File: src/rtl/i2s_pkg.sv
// rtl/i2s_pkg.sv - shared constants and sample conversion for the I2S transmitter
package i2s_pkg;

  localparam int I2S_SLOTS      = 32;
  localparam int I2S_WORD_BITS  = 16;
  localparam int SLOT_LEFT_MSB  = 1;
  localparam int SLOT_RIGHT_MSB = 17;

  // Offset-binary to two's complement is an MSB flip; the 9 bits are then left-aligned.
  function automatic logic [I2S_WORD_BITS-1:0] offset9_to_s16(input logic [8:0] s);
    return {~s[8], s[7:0], 7'b0};
  endfunction

endpackage

File: src/rtl/i2s_clock_gen.sv
// rtl/i2s_clock_gen.sv - BCLK divider, slot counter and LRCLK generation
module i2s_clock_gen
  import i2s_pkg::*;
#(
  parameter int BCLK_HALF = 4
) (
  input  logic       clk,
  input  logic       rst_n,
  output logic       bclk,
  output logic       lrclk,
  output logic       fall_stb,
  output logic [4:0] slot_next
);

  localparam int DIV_W = (BCLK_HALF > 1) ? $clog2(BCLK_HALF) : 1;

  logic [DIV_W-1:0] div_cnt;
  logic [4:0]       slot;
  logic             div_tc;

  assign div_tc    = (div_cnt == DIV_W'(BCLK_HALF - 1));
  // The falling edge is the cycle in which a high BCLK reaches terminal count.
  assign fall_stb  = div_tc && bclk;
  assign slot_next = slot + 5'd1;

  always_ff @(posedge clk or negedge rst_n) begin
    if (!rst_n) begin
      div_cnt <= '0;
      bclk    <= 1'b0;
      slot    <= 5'(I2S_SLOTS - 1);
      lrclk   <= 1'b1;
    end else begin
      if (div_tc) begin
        div_cnt <= '0;
        bclk    <= ~bclk;
      end else begin
        div_cnt <= div_cnt + DIV_W'(1);
      end
      if (fall_stb) begin
        slot  <= slot_next;
        lrclk <= slot_next[4];
      end
    end
  end

endmodule

File: src/rtl/i2s_audio_transmitter.sv
// rtl/i2s_audio_transmitter.sv - mono Philips I2S transmitter for a 9-bit offset-binary sample
module i2s_audio_transmitter
  import i2s_pkg::*;
#(
  parameter int BCLK_HALF = 4,
  parameter int WORD_BITS = 16
) (
  input  logic       i_clk,
  input  logic       i_rst_n,
  input  logic [8:0] i_sample,
  input  logic       i_mute,
  output logic       o_bclk,
  output logic       o_lrclk,
  output logic       o_sdata,
  output logic       o_sample_stb
);

  logic                 fall_stb;
  logic [4:0]           slot_next;
  logic [WORD_BITS-1:0] word;
  logic [WORD_BITS-1:0] shift;
  logic                 load_slot;

  i2s_clock_gen #(
    .BCLK_HALF (BCLK_HALF)
  ) u_clock_gen (
    .clk       (i_clk),
    .rst_n     (i_rst_n),
    .bclk      (o_bclk),
    .lrclk     (o_lrclk),
    .fall_stb  (fall_stb),
    .slot_next (slot_next)
  );

  assign load_slot = (slot_next == 5'(SLOT_LEFT_MSB)) || (slot_next == 5'(SLOT_RIGHT_MSB));

  // Slot 0 reloads word but still shifts out the previous right-channel LSB.
  always_ff @(posedge i_clk or negedge i_rst_n) begin
    if (!i_rst_n) begin
      word         <= '0;
      shift        <= '0;
      o_sdata      <= 1'b0;
      o_sample_stb <= 1'b0;
    end else begin
      o_sample_stb <= 1'b0;
      if (fall_stb) begin
        if (slot_next == 5'd0) begin
          word         <= i_mute ? '0 : WORD_BITS'(offset9_to_s16(i_sample));
          o_sample_stb <= 1'b1;
        end
        if (load_slot) begin
          shift   <= word << 1;
          o_sdata <= word[WORD_BITS-1];
        end else begin
          shift   <= shift << 1;
          o_sdata <= shift[WORD_BITS-1];
        end
      end
    end
  end

endmodule

File: config.mk
export PLATFORM = sky130hd
export DESIGN_NAME = i2s_audio_transmitter
export DESIGN_NICKNAME = d
export VERILOG_FILES = /design/src/rtl/i2s_pkg.sv /design/src/rtl/i2s_clock_gen.sv /design/src/rtl/i2s_audio_transmitter.sv
export SDC_FILE = /design/constraint.sdc
export NUM_CORES = 1
export LEC_CHECK = 0
export CAP_MARGIN = 0
export CORE_ASPECT_RATIO = 1.75
export CORE_MARGIN = 2
export CORE_UTILIZATION = 48
export CTS_CLUSTER_SIZE = 10
export DETAILED_ROUTE_END_ITERATION = 12
export GPL_TIMING_DRIVEN = 0
export HOLD_SLACK_MARGIN = 0.06
export PLACE_DENSITY = 0.8
export SLEW_MARGIN = 0
export SYNTH_ARGS = -nofsm -noshare
export SYNTH_HDL_FRONTEND = slang
export SYNTH_HIERARCHICAL = 1
export SYNTH_SLANG_ARGS = --single-unit
File: constraint.sdc
create_clock -name i_clk -period 2 [get_ports i_clk]
set_clock_uncertainty 0.15 [all_clocks]
set_input_delay 0.5 -clock i_clk [delete_from_list [all_inputs] [get_ports i_clk]]
set_output_delay 0.5 -clock i_clk [all_outputs]
set_load 0.02 [all_outputs]
=== Yosys cells after proc, flatten, opt, wreduce, memory -nomap -nowiden ===
Index checks and enable logic that the tools add are counted.
W data, S select, Z words.

* Register bits: 43
* Bits of input ports: 12
* Output and inout port bits: 4
* Word-level logic and storage cells: 25

* Add/subtract/negate cells: 2
* Equal/unequal tests: 3
* Multiplexer cells: 6
* Bitwise operators: 2
* Reduce and logical (&&, ||, !) cells: 4

{| class="wikitable"
|+ Operator list
! operator !! number
|-
| $mux W16 || 2
|-
| $add A5 B1 Y5 const B || 1
|-
| $eq A5 B1 Y1 const B || 1
|-
| $eq A5 B5 Y1 const B || 1
|-
| $logic_not A5 Y1 || 1
|-
| $mux W1 || 3
|-
| $add A2 B1 Y2 const B || 1
|-
| $eq A2 B2 Y1 const B || 1
|-
| $mux W2 || 1
|-
| $not A1 Y1 || 2
|-
| $reduce_and A2 Y1 || 1
|-
| $logic_and A1 B1 Y1 || 1
|-
| $logic_or A1 B1 Y1 || 1
|}

=== Longest topological paths before layout ===
* Depth in word-level cells: 4
* Mapped depth: 7

=== Hierarchy ===
The synthesis kept the hierarchy.

{| class="wikitable"
|+ By module, submodules not included
! module !! times used !! cells each !! area each (um2)
|-
| i2s_audio_transmitter || 1 || 72 || 894.6
|-
| i2s_clock_gen || 1 || 28 || 361.6
|}

=== Worst setup path before layout ===
Ideal clock, no wire load.

* Path type: flip-flop to flip-flop
* Start point: register u_clock_gen.slot[0]
* End point: register word[10]
* Arrival time: 1.612 ns
* Data required time: 1.725 ns
* Path slack: 0.113 ns
* Stages on the path, launching flop included: 6
* Path buffers: 1
* Clock period less this slack: 1.887 ns
* Cells stage by stage: dfstp_2 ha_1 nor4_2 nand3b_1 buf_6 mux2_4

* Longest elaborated chain between the ends: 3

{| class="wikitable"
|+ RTL lines
! what !! RTL line !! RTL
|-
| from (decl) || i2s_clock_gen.sv:18 || <nowiki>logic [4:0] slot;</nowiki>
|-
| from (signal assigned) || i2s_clock_gen.sv:30 || <nowiki>slot <= 5'(I2S_SLOTS - 1);</nowiki>
|-
| from (signal assigned) || i2s_clock_gen.sv:40 || <nowiki>slot <= slot_next;</nowiki>
|-
| $add A5 B1 Y5 || i2s_clock_gen.sv:24 || <nowiki>assign slot_next = slot + 5'd1;</nowiki>
|-
| net slot_next[1] || i2s_audio_transmitter.sv:19 || <nowiki>logic [4:0] slot_next;</nowiki>
|-
| $logic_not A5 Y1 || i2s_audio_transmitter.sv:47 || <nowiki>if (slot_next == 5'd0) begin</nowiki>
|-
| $reduce_and A2 Y1 (no source line) || - ||
|-
| to (signal assigned) || i2s_audio_transmitter.sv:48 || <nowiki>word <= i_mute ? '0 : WORD_BITS'(offset9_to_s16(i_sample));</nowiki>
|-
| to (decl) || i2s_audio_transmitter.sv:20 || <nowiki>logic [WORD_BITS-1:0] word;</nowiki>
|}

The timed path passes the listed nets, and every way through them passes these cells.
A chain may end at the register's enable or synchronous reset.

=== Worst setup path in the final report ===
* Start point: register u_clock_gen.slot[1]
* End point: register word[14]

Same word-level chain as after synthesis.

==> metrics.txt <==
outcome=complete, but fails checks; failing checks=setup timing; CTS Buf Count=3; WL met3=62 um; wl on met1=868 um; CTS tree=done; Yosys Warn Count=6; period utilisation layout=1.02; Reg clk slew, reported paths=0.09 ns; DRC violations left=0; RR Endpoint=word[14]; CP max stage delay=0.60 ns; Fin. Hold Viols=0; Finish-stage setup viols=9; MaxCap Viol Count=0; depth of the most critical reg-to-reg path=5; RSZ-0062 raised after global routing=yes; Vias/cell=5.21; WL/cell=15.1 um; Starting Density=0.504; Arrival @ worst endpoint=2.05 ns; WP data required=2.02 ns; worst hold slack=0.279 ns; wire length on met2=1300 um; # IOs=16; Clock Sinks=27; largest net degree at the start of global routing=28; CP max stage cell=dfstp_2; worst min path class=flip-flop to flip-flop; Tightest Pin Transition=1.16 ns; # fillers=203; worst hold start=u_clock_gen/div_cnt[0]; ANT cells=0; core box area=2490 um^2; Mapped Area=1260 um^2; area delta synth->final=26.0%; Final nets=140; Avg Inst Size Synth=12.6 um^2; Rows=24; Sequential Area=682 um^2; H-tree levels=1; layout cells sized above 1=0.280; antenna violations before repair=0; flops & latches, synth=27; maximum fanout along the worst path=5; post-route cell area=1580 um^2; register area share after synthesis=0.543; Hold EP=u_clock_gen/div_cnt[0]; WHS Path Cells=1; Overflow after GRT=0; DRT antenna net count=0; fin crit period=2.04 ns; vias in the first global route=799; FMAX=491 MHz; Post-DP HPWL=1600 um; root buf cell=clkbuf_8; startpoint types=flip-flop; Clock Tree Buf Depth=2; DRT iter0 DRCs=14; Reg-to-Reg Start=u_clock_gen/slot[1]; Peak supply drop=394 uV; drt first pass iters=4; Chip Height=71.7 um; area of the multi-input gates=581 um^2; leakage power=0.745 nW; Place WS=-0.0888 ns; worst setup margin=-0.0376 ns; Cell Area, Placed=1440 um^2; clock insertion delay at the later pin of the skew report=0.28 ns; Worst slew margin=0.225; Die X=42.7 um; # port buffers=15; placed cells=141; Die ar.=3060 um^2; library cells used by synthesis=21; first-pass GRT wire length=3810 um; Via Count=786; flop2flop setup slack=-0.04 ns; Routability Congestion=0.807; highest routed layer=met4; final WL=2270 um; Layout Cells excl Fill=151; worst-path cell chain=ha_4 -> nor4_4 -> nand3b_1 -> buf_6 -> mux2_4; endpoint class of the critical path=flip-flop; post-synthesis cell count=100; GRT Total Usage=0.165; final max-slew violation count=0; Synth Net Count=114; type of the worst setup path=flip-flop to flip-flop; PwrDens=598 nW/um^2
==> critical path, delay by kind of cell (launching register included) <==
family                     cells  cell delay [ns]
and+or+nand+nor                2             0.44
muxes                          1             0.29
DFF                            1             0.60
buffers and inverters          1             0.20
adders and majority gates      1             0.24
==> cells in the mapped netlist, drive strengths merged <==
| library cell | n | area share |
|---|---|---|
| nand3b | 1 | 0.0060 |
| nand3 | 4 | 0.016 |
| dfrtp | 22 | 0.44 |
| nand2 | 1 | 0.0090 |
| nor2 | 12 | 0.036 |
| xor2 | 4 | 0.028 |
| o21ai | 1 | 0.0040 |
| inv | 4 | 0.012 |
| xnor2 | 4 | 0.028 |
| nor4b | 1 | 0.012 |
| nor2b | 8 | 0.040 |
| dfstp | 5 | 0.10 |
| ha | 2 | 0.020 |
| a21oi | 8 | 0.032 |
| mux2i | 8 | 0.064 |
| buf | 3 | 0.019 |
| mux2 | 10 | 0.12 |
| nor4 | 1 | 0.010 |
| clkbuf | 1 | 0.0030 |
==> final cells by class <==
| class | instances | area share |
|---|---|---|
| sequential | 27 | 0.431 |
| multi-input combinational | 65 | 0.367 |
| timing repair buffer | 21 | 0.124 |
| clock buffer | 3 | 0.0261 |
| tap | 26 | 0.0206 |
| buffer | 4 | 0.0174 |
| inverter | 4 | 0.00949 |
| clock inverter | 1 | 0.00474 |
==> power by group <==
group	switching, mW	total [mW]	leakage (nW)	internal (mW)
sequential	0.00840	0.568	0.341	0.559
combinational	0.0239	0.0632	0.382	0.0393
clock	0.174	0.315	0.0217	0.142
==> how the worst max path moves through the flow <==
stage | start | end | slack (ns) | cells past startpoint
after global placement | i_rst_n | word[10] | -0.02 | 1
final | u_clock_gen/slot[1] | word[14] | -0.04 | 5
after floorplan | u_clock_gen/slot[0] | word[10] | 0.11 | 5
after global routing | u_clock_gen/slot[0] | word[7] | -0.11 | 6
after detailed placement | i_rst_n | word[10] | -0.09 | 1
after CTS | u_clock_gen/slot[0] | word[14] | -0.02 | 6
==> metal layers <==
| layer | track usage | up-vias |
|---|---|---|
| li1 | - | 380 |
| met1 | 0.189 | 386 |
| met2 | 0.300 | 15 |
| met3 | 0.0151 | 5 |
| met4 | 0.0729 | 0 |
| met5 | 0 | - |
==> placed cells by master, fill, tap and decap left out, types with 2 or more instances in the layout <==
cell type        count
dfrtp_1             22
clkdlybuf4s50_1     13
nor2_1              12
mux2_4              10
mux2i_1              8
a21oi_1              8
nor2b_1              8
buf_4                6
dfstp_2              5
inv_1                4
nand3_1              3
clkbuf_8             3
xnor2_1              3
xor2_1               3
buf_6                2
dlygate4sd2_1        2
==> cells by family (layout without fill, tap and decap cells) <==
| kind of cell | Yosys count | in the layout | synth area share |
|---|---|---|---|
| buf+inv | 8 | 33 | 0.0339 |
| flops | 27 | 27 | 0.543 |
| xor+xnor | 8 | 8 | 0.0558 |
| fa+ha+maj | 2 | 2 | 0.0199 |
| simple gates | 28 | 28 | 0.128 |
| mux | 18 | 18 | 0.183 |
| compound gates | 9 | 9 | 0.0359 |
==> per-stage QoR <==
stage | utilization | power, mW | TNS, ns
floorplan | - | 0.601 | 0
global placement | 0.577 | 0.639 | -0.479
detailed placement | 0.577 | 0.643 | -1.96
CTS | 0.622 | 0.955 | -0.107
global route | 0.635 | 0.983 | -1.34
finish | 0.635 | 0.946 | -0.253
==> registers in the layout, summed over array words and instances (netlist names) <==
register	flops
word	9
shift	8
u_clock_gen/slot	4
u_clock_gen/div_cnt	2
o_sample_stb	1
o_sdata	1
u_clock_gen/bclk	1
u_clock_gen/lrclk	1
==> repair_timing <==
action / CTS / global route
setup endpoints to repair: 14 / 17
pin swaps: 0 / 1
buffers inserted: 3 / 2
gates cloned: 1 / 0
resized for setup: 9 / 2
hold buffers: 0 / 0
Note: power is estimated with default switching activity, not from simulation.
==> RTL change 1, RTL diff (config.mk and constraints unchanged) <==
Add an input register stage for `i_sample` and `i_mute`, with the module's reset; this delays them by one clock.
--- a/src/rtl/i2s_audio_transmitter.sv
+++ b/src/rtl/i2s_audio_transmitter.sv
@@ -14,6 +14,19 @@
   output logic       o_sdata,
   output logic       o_sample_stb
 );
+
+  logic [8:0] i_sample_q;
+  logic i_mute_q;
+
+  always_ff @(posedge i_clk or negedge i_rst_n) begin
+    if (!i_rst_n) begin
+      i_sample_q <= '0;
+      i_mute_q   <= '0;
+    end else begin
+      i_sample_q <= i_sample;
+      i_mute_q   <= i_mute;
+    end
+  end
 
   logic                 fall_stb;
   logic [4:0]           slot_next;
@@ -45,7 +58,7 @@
       o_sample_stb <= 1'b0;
       if (fall_stb) begin
         if (slot_next == 5'd0) begin
-          word         <= i_mute ? '0 : WORD_BITS'(offset9_to_s16(i_sample));
+          word         <= i_mute_q ? '0 : WORD_BITS'(offset9_to_s16(i_sample_q));
           o_sample_stb <= 1'b1;
         end
         if (load_slot) begin
Behaviour: same outputs for any inputs over 10 cycles, from zero or initial values and one cycle with i_rst_n low; that may be too few to reach the edited logic, so the function may still have changed.
==> RTL change 1 against the unedited design <==
  * The flow still finishes with violations (setup timing)
  * Critical path type unchanged
  * Setup slack improved by 23 ps
  * Synthesized area increased by 20%
  * Critical endpoint is now shift[15]$_DFFE_PN0P_
  * Power increased by 63%
  * Via count increased by 7.0%
  * Largest power group unchanged
  * Highest routed layer unchanged
  * Sequential power increased by 34%
  * Core utilization increased by 1.2 points
  * Sequential cell count increased by 10
  * Design area increased by 21%
  * Sequential share of layout area increased by 5.6 points
  * Final cell count increased by 19%
  * Critical path depth increased by 1
  * Clock power increased by 140%
  * Largest cell class unchanged
  * Wire length increased by 6.9%
==> RTL change 1: results (changes against the unedited design) <==
Post-Synth XOR/XNOR Area - 4.65% (was 5.58%)
relative slew slack - 49.0% (was 22.5%)
Synth Area in Adders - 1.66% (was 1.99%)
mux cell area share after synthesis - 15.3% (was 18.3%)
top cells by count, synth - 32 x dfrtp_1, 12 x nor2_1, 10 x mux2_4 (was 22 x dfrtp_1, 12 x nor2_1, 10 x mux2_4)
Vias - 841 (was 786)
final setup margin - -14.6 ps (was -37.6 ps)
worst setup path startpoint - u_clock_gen/slot[0]$_DFFE_PN1P_ (was u_clock_gen/slot[1]$_DFFE_PN1P_)
status - finished with violations (unchanged)
Int Pwr - 0.00128 W (was 0.000740 W)
Post-DP Area - 0.00170 mm² (was 0.00144 mm²)
post-synthesis compound-gate area fraction - 2.99% (was 3.59%)
worst slack, placed - 17.3 ps (was -88.8 ps)
main area contributors after synthesis - dfrtp_1 53%, mux2_4 10%, dfstp_2 8.7%, mux2i_1 5.3%, nor2b_1 3.3% (was dfrtp_1 44%, mux2_4 12%, dfstp_2 10%, mux2i_1 6.4%, nor2b_1 4.0%)
FF-to-FF path depth - 6 (was 5)
Min-Delay Path Class - primary input to asynchronous set/reset pin (was flop to flop)
Worst Path Arrival - 2020 ps (was 2050 ps)
failing checks - setup timing (unchanged)
CTS Buf Count - 5 (was 3)
Setup TNS - -20.3 ps (was -253 ps)
critical path endpoint - shift[15]$_DFFE_PN0P_ (was word[14]$_DFFE_PN0P_)
first-pass GRT wire length - 3950 µm (was 3810 µm)
VDD IR-drop max - 0.000854 V (was 0.000394 V)
# setup viols final - 2 (was 9)
GRT Overall Usage - 15.4% (was 16.5%)
HPWL Detailed - 1580 µm (was 1600 µm)
fraction of layout cells with a size suffix above 1 - 28.5% (was 28.0%)
Pleak - 0.914 nW (was 0.745 nW)
GPL Wtd Cong - 0.717 (was 0.807)
drt first pass iters - 2 (was 4)
syn_nets - 124 (was 114)
vias in the first global route - 833 (was 799)
biggest regs - i_sample_q x9, word x9, shift x8 (was word x9, shift x8, u_clock_gen/slot x4)
H-tree Lvls - 2 (was 1)
clk slew on worst S/H paths - 70 ps (was 90 ps)
## RTL change 1: worst register-to-register path: cells and delay by family (launching register included)
| family | cells | cell delay [ps] |
|---|---|---|
| simple gates | 2 | 470 |
| buf+inv | 1 | 190 |
| compound gates | 1 | 90 |
| mux | 1 | 210 |
| xor+xnor | 1 | 180 |
| flops | 1 | 600 |
## RTL change 1: per-stage QoR
step / utilization [%] / instances / total power, W
detailed placement: 57.6 / 167 / 0.000819
floorplan: - / 110 / 0.000782
finish: 64.7 / 179 / 0.00155
global route: 64.7 / 179 / 0.00160
global placement: 57.7 / 167 / 0.000816
CTS: 62.0 / 175 / 0.00157
## RTL change 1: power by group through the flow
stage	Clock, W	Sequential, W	Combinational (W)
after floorplan	0	0.000776	0.00000640
after global placement	0	0.000776	0.0000402
after detailed placement	0	0.000777	0.0000420
after CTS	0.000762	0.000763	0.0000419
after global routing	0.000795	0.000763	0.0000462
final	0.000743	0.000763	0.0000401
## RTL change 1: final cells by class
cell class                 count  area [µm²]
tap                           42        52.6
timing repair buffer          19         173
fill                         208        1050
buffer                         4        31.3
clock buffer                   5        68.8
sequential                    37         932
clock inverter                 3        65.1
multi-input combinational     65         577
inverter                       4        15.0
## RTL change 1: timing repair
item | CTS | global route
resized for setup | 2 | 10
pin swaps | 0 | 2
cloned | 0 | 1
endpoints found under the setup margin | 2 | 17
buffers inserted | 0 | 3
## RTL change 1: layer usage
layer  track usage, %  wire length (µm)  share of wire [%]
met4             6.00                28                1.2
met3             4.83                83                3.4
met1             20.7               945                 39
met2             22.6              1370                 57
met5                0                 0                  0
==> RTL change 2, RTL diff (same settings) <==
Made on the original files. `WORD_BITS`: 16 -> 32.
--- a/src/rtl/i2s_audio_transmitter.sv
+++ b/src/rtl/i2s_audio_transmitter.sv
@@ -3,7 +3,7 @@
   import i2s_pkg::*;
 #(
   parameter int BCLK_HALF = 4,
-  parameter int WORD_BITS = 16
+  parameter int WORD_BITS = 32
 ) (
   input  logic       i_clk,
   input  logic       i_rst_n,
Formal check against the unedited RTL: no difference found for any inputs over 10 cycles, from zero or initial values and one cycle with i_rst_n low; that may be too few to reach the edited logic, so the function may still have changed.
==> RTL change 2 against the unedited design <==
  * Sequential share of layout area increased by 0.10 points
  * Wire length increased by 58%
  * Power increased by 59%
  * Synthesized area increased by 48%
  * Die area increased by 44%
  * Design area increased by 58%
  * Setup slack got worse by 30 ps
  * Global-route usage increased by 1.3 points
  * Sequential cell count increased by 16
  * Non-clock buffer count increased by 15
  * The run still ends with setup timing left
==> RTL change 2: results (changes against the unedited design) <==
fillcell total - 293 (was 203)
number of vias per cell - 5.09 (was 5.21)
top cells by count, synth - 38 x dfrtp_1, 20 x inv_1, 17 x nand2_1 (was 22 x dfrtp_1, 12 x nor2_1, 10 x mux2_4)
met3 Usage GRT - 3.62% (was 1.51%)
final setup margin - -67.4 ps (was -37.6 ps)
first-pass GRT wire length - 5830 µm (was 3810 µm)
GR Layer Usage met1 - 19.6% (was 18.9%)
biggest regs - shift x24, word x9, u_clock_gen/slot x4 (was word x9, shift x8, u_clock_gen/slot x4)
GPL Wtd Cong - 0.707 (was 0.807)
Initial DRC Count - 24 (was 14)
failing checks - setup timing (unchanged)
VDD IR-drop max - 0.000603 V (was 0.000394 V)
Pleak - 1.11 nW (was 0.745 nW)
critical path endpoint - word[10]$_DFFE_PN0P_ (was word[14]$_DFFE_PN0P_)
Synth cell types - 22 (was 21)
Metal-1 WL - 1390 µm (was 868 µm)
Seq/Total Area, Yosys - 58.2% (was 54.3%)
Setup TNS - -701 ps (was -253 ps)
main area contributors after synthesis - dfrtp_1 51%, dfstp_2 7.1%, mux2_2 5.4%, o22ai_1 5.4%, mux2i_1 4.3% (was dfrtp_1 44%, mux2_4 12%, dfstp_2 10%, mux2i_1 6.4%, nor2b_1 4.0%)
Worst-Skew Late Latency - 300 ps (was 280 ps)
# nets final - 223 (was 140)
placed cell count - 233 (was 141)
syn_nets - 183 (was 114)
Largest stage delay, worst path - 570 ps (was 600 ps)
Met3 Wirelength - 89 µm (was 62 µm)
M2 GR Usage - 32.5% (was 30.0%)
GRT Overall Usage - 17.7% (was 16.5%)
H-tree Lvls - 2 (was 1)
Avg WL per Cell - 13.9 µm (was 15.1 µm)
status - finished with violations (unchanged)
slew of the pin with the lowest slew margin - 599 ps (was 1160 ps)
HPWL Detailed - 2190 µm (was 1600 µm)
# setup viols final - 20 (was 9)
met2 wire length - 2060 µm (was 1300 µm)
Synth Area per Inst - 11.0 µm² (was 12.6 µm²)
==> RTL change 2: cell types whose count changed in the layout (fill, tap and decap cells not counted), moves of 4 or more <==
cell      before  now
buf_6          2    8
clkbuf_1       1    5
nand2_1        0   16
o22ai_1        0   12
mux2_2         0    6
dfrtp_1       22   38
inv_1          4   20
mux2_4        10    4
==> RTL change 2: per-stage QoR <==
stage	hold WS, ps	area (µm²)	setup slack (ps)
after floorplan	54.4	1890	-49.8
after global placement	264	2100	-777
after detailed placement	266	2120	-284
after CTS	287	2370	-125
after global routing	314	2510	-139
final	281	2510	-67.4
==> RTL change 2: what timing repair did <==
item                                    4_1_cts  5_1_grt
gates cloned                                  2        0
endpoints found under the setup margin       36       31
resized for setup                            17       20
buffers inserted                             10        4
pin swaps                                     9       13
endpoints found under the hold margin        13        0
hold buffers                                  1        0
==> RTL change 2: area by class of cell <==
class / count / area (µm²) / share of cell area [%]
flip-flops and latches: 43 / 1080 / 43.2
multi-input cells: 99 / 848 / 33.8
repair buffers: 32 / 308 / 12.3
inverters: 20 / 75.1 / 3.00
clock buffers: 6 / 72.6 / 2.90
well taps: 48 / 60.1 / 2.40
plain buffers: 8 / 47.5 / 1.90
clock inverters: 2 / 12.5 / 0.499
==> RTL change 2: cell families after synthesis <==
family / after synthesis / share of synthesized area (%)
adder cells (fa/ha/maj): 2 / 1.34
AO/OA/AOI/OAI: 25 / 7.80
AND/OR/NAND/NOR: 45 / 12.2
flip-flops: 43 / 58.2
multiplexers: 18 / 10.6
XOR/XNOR: 8 / 3.77
buffers and inverters: 28 / 6.19
==> RTL change 2: report_power, final <==
group / internal [W] / switching, W
clock network: 0.000244 / 0.000290
logic: 0.0000422 / 0.0000306
registers: 0.000888 / 0.0000100
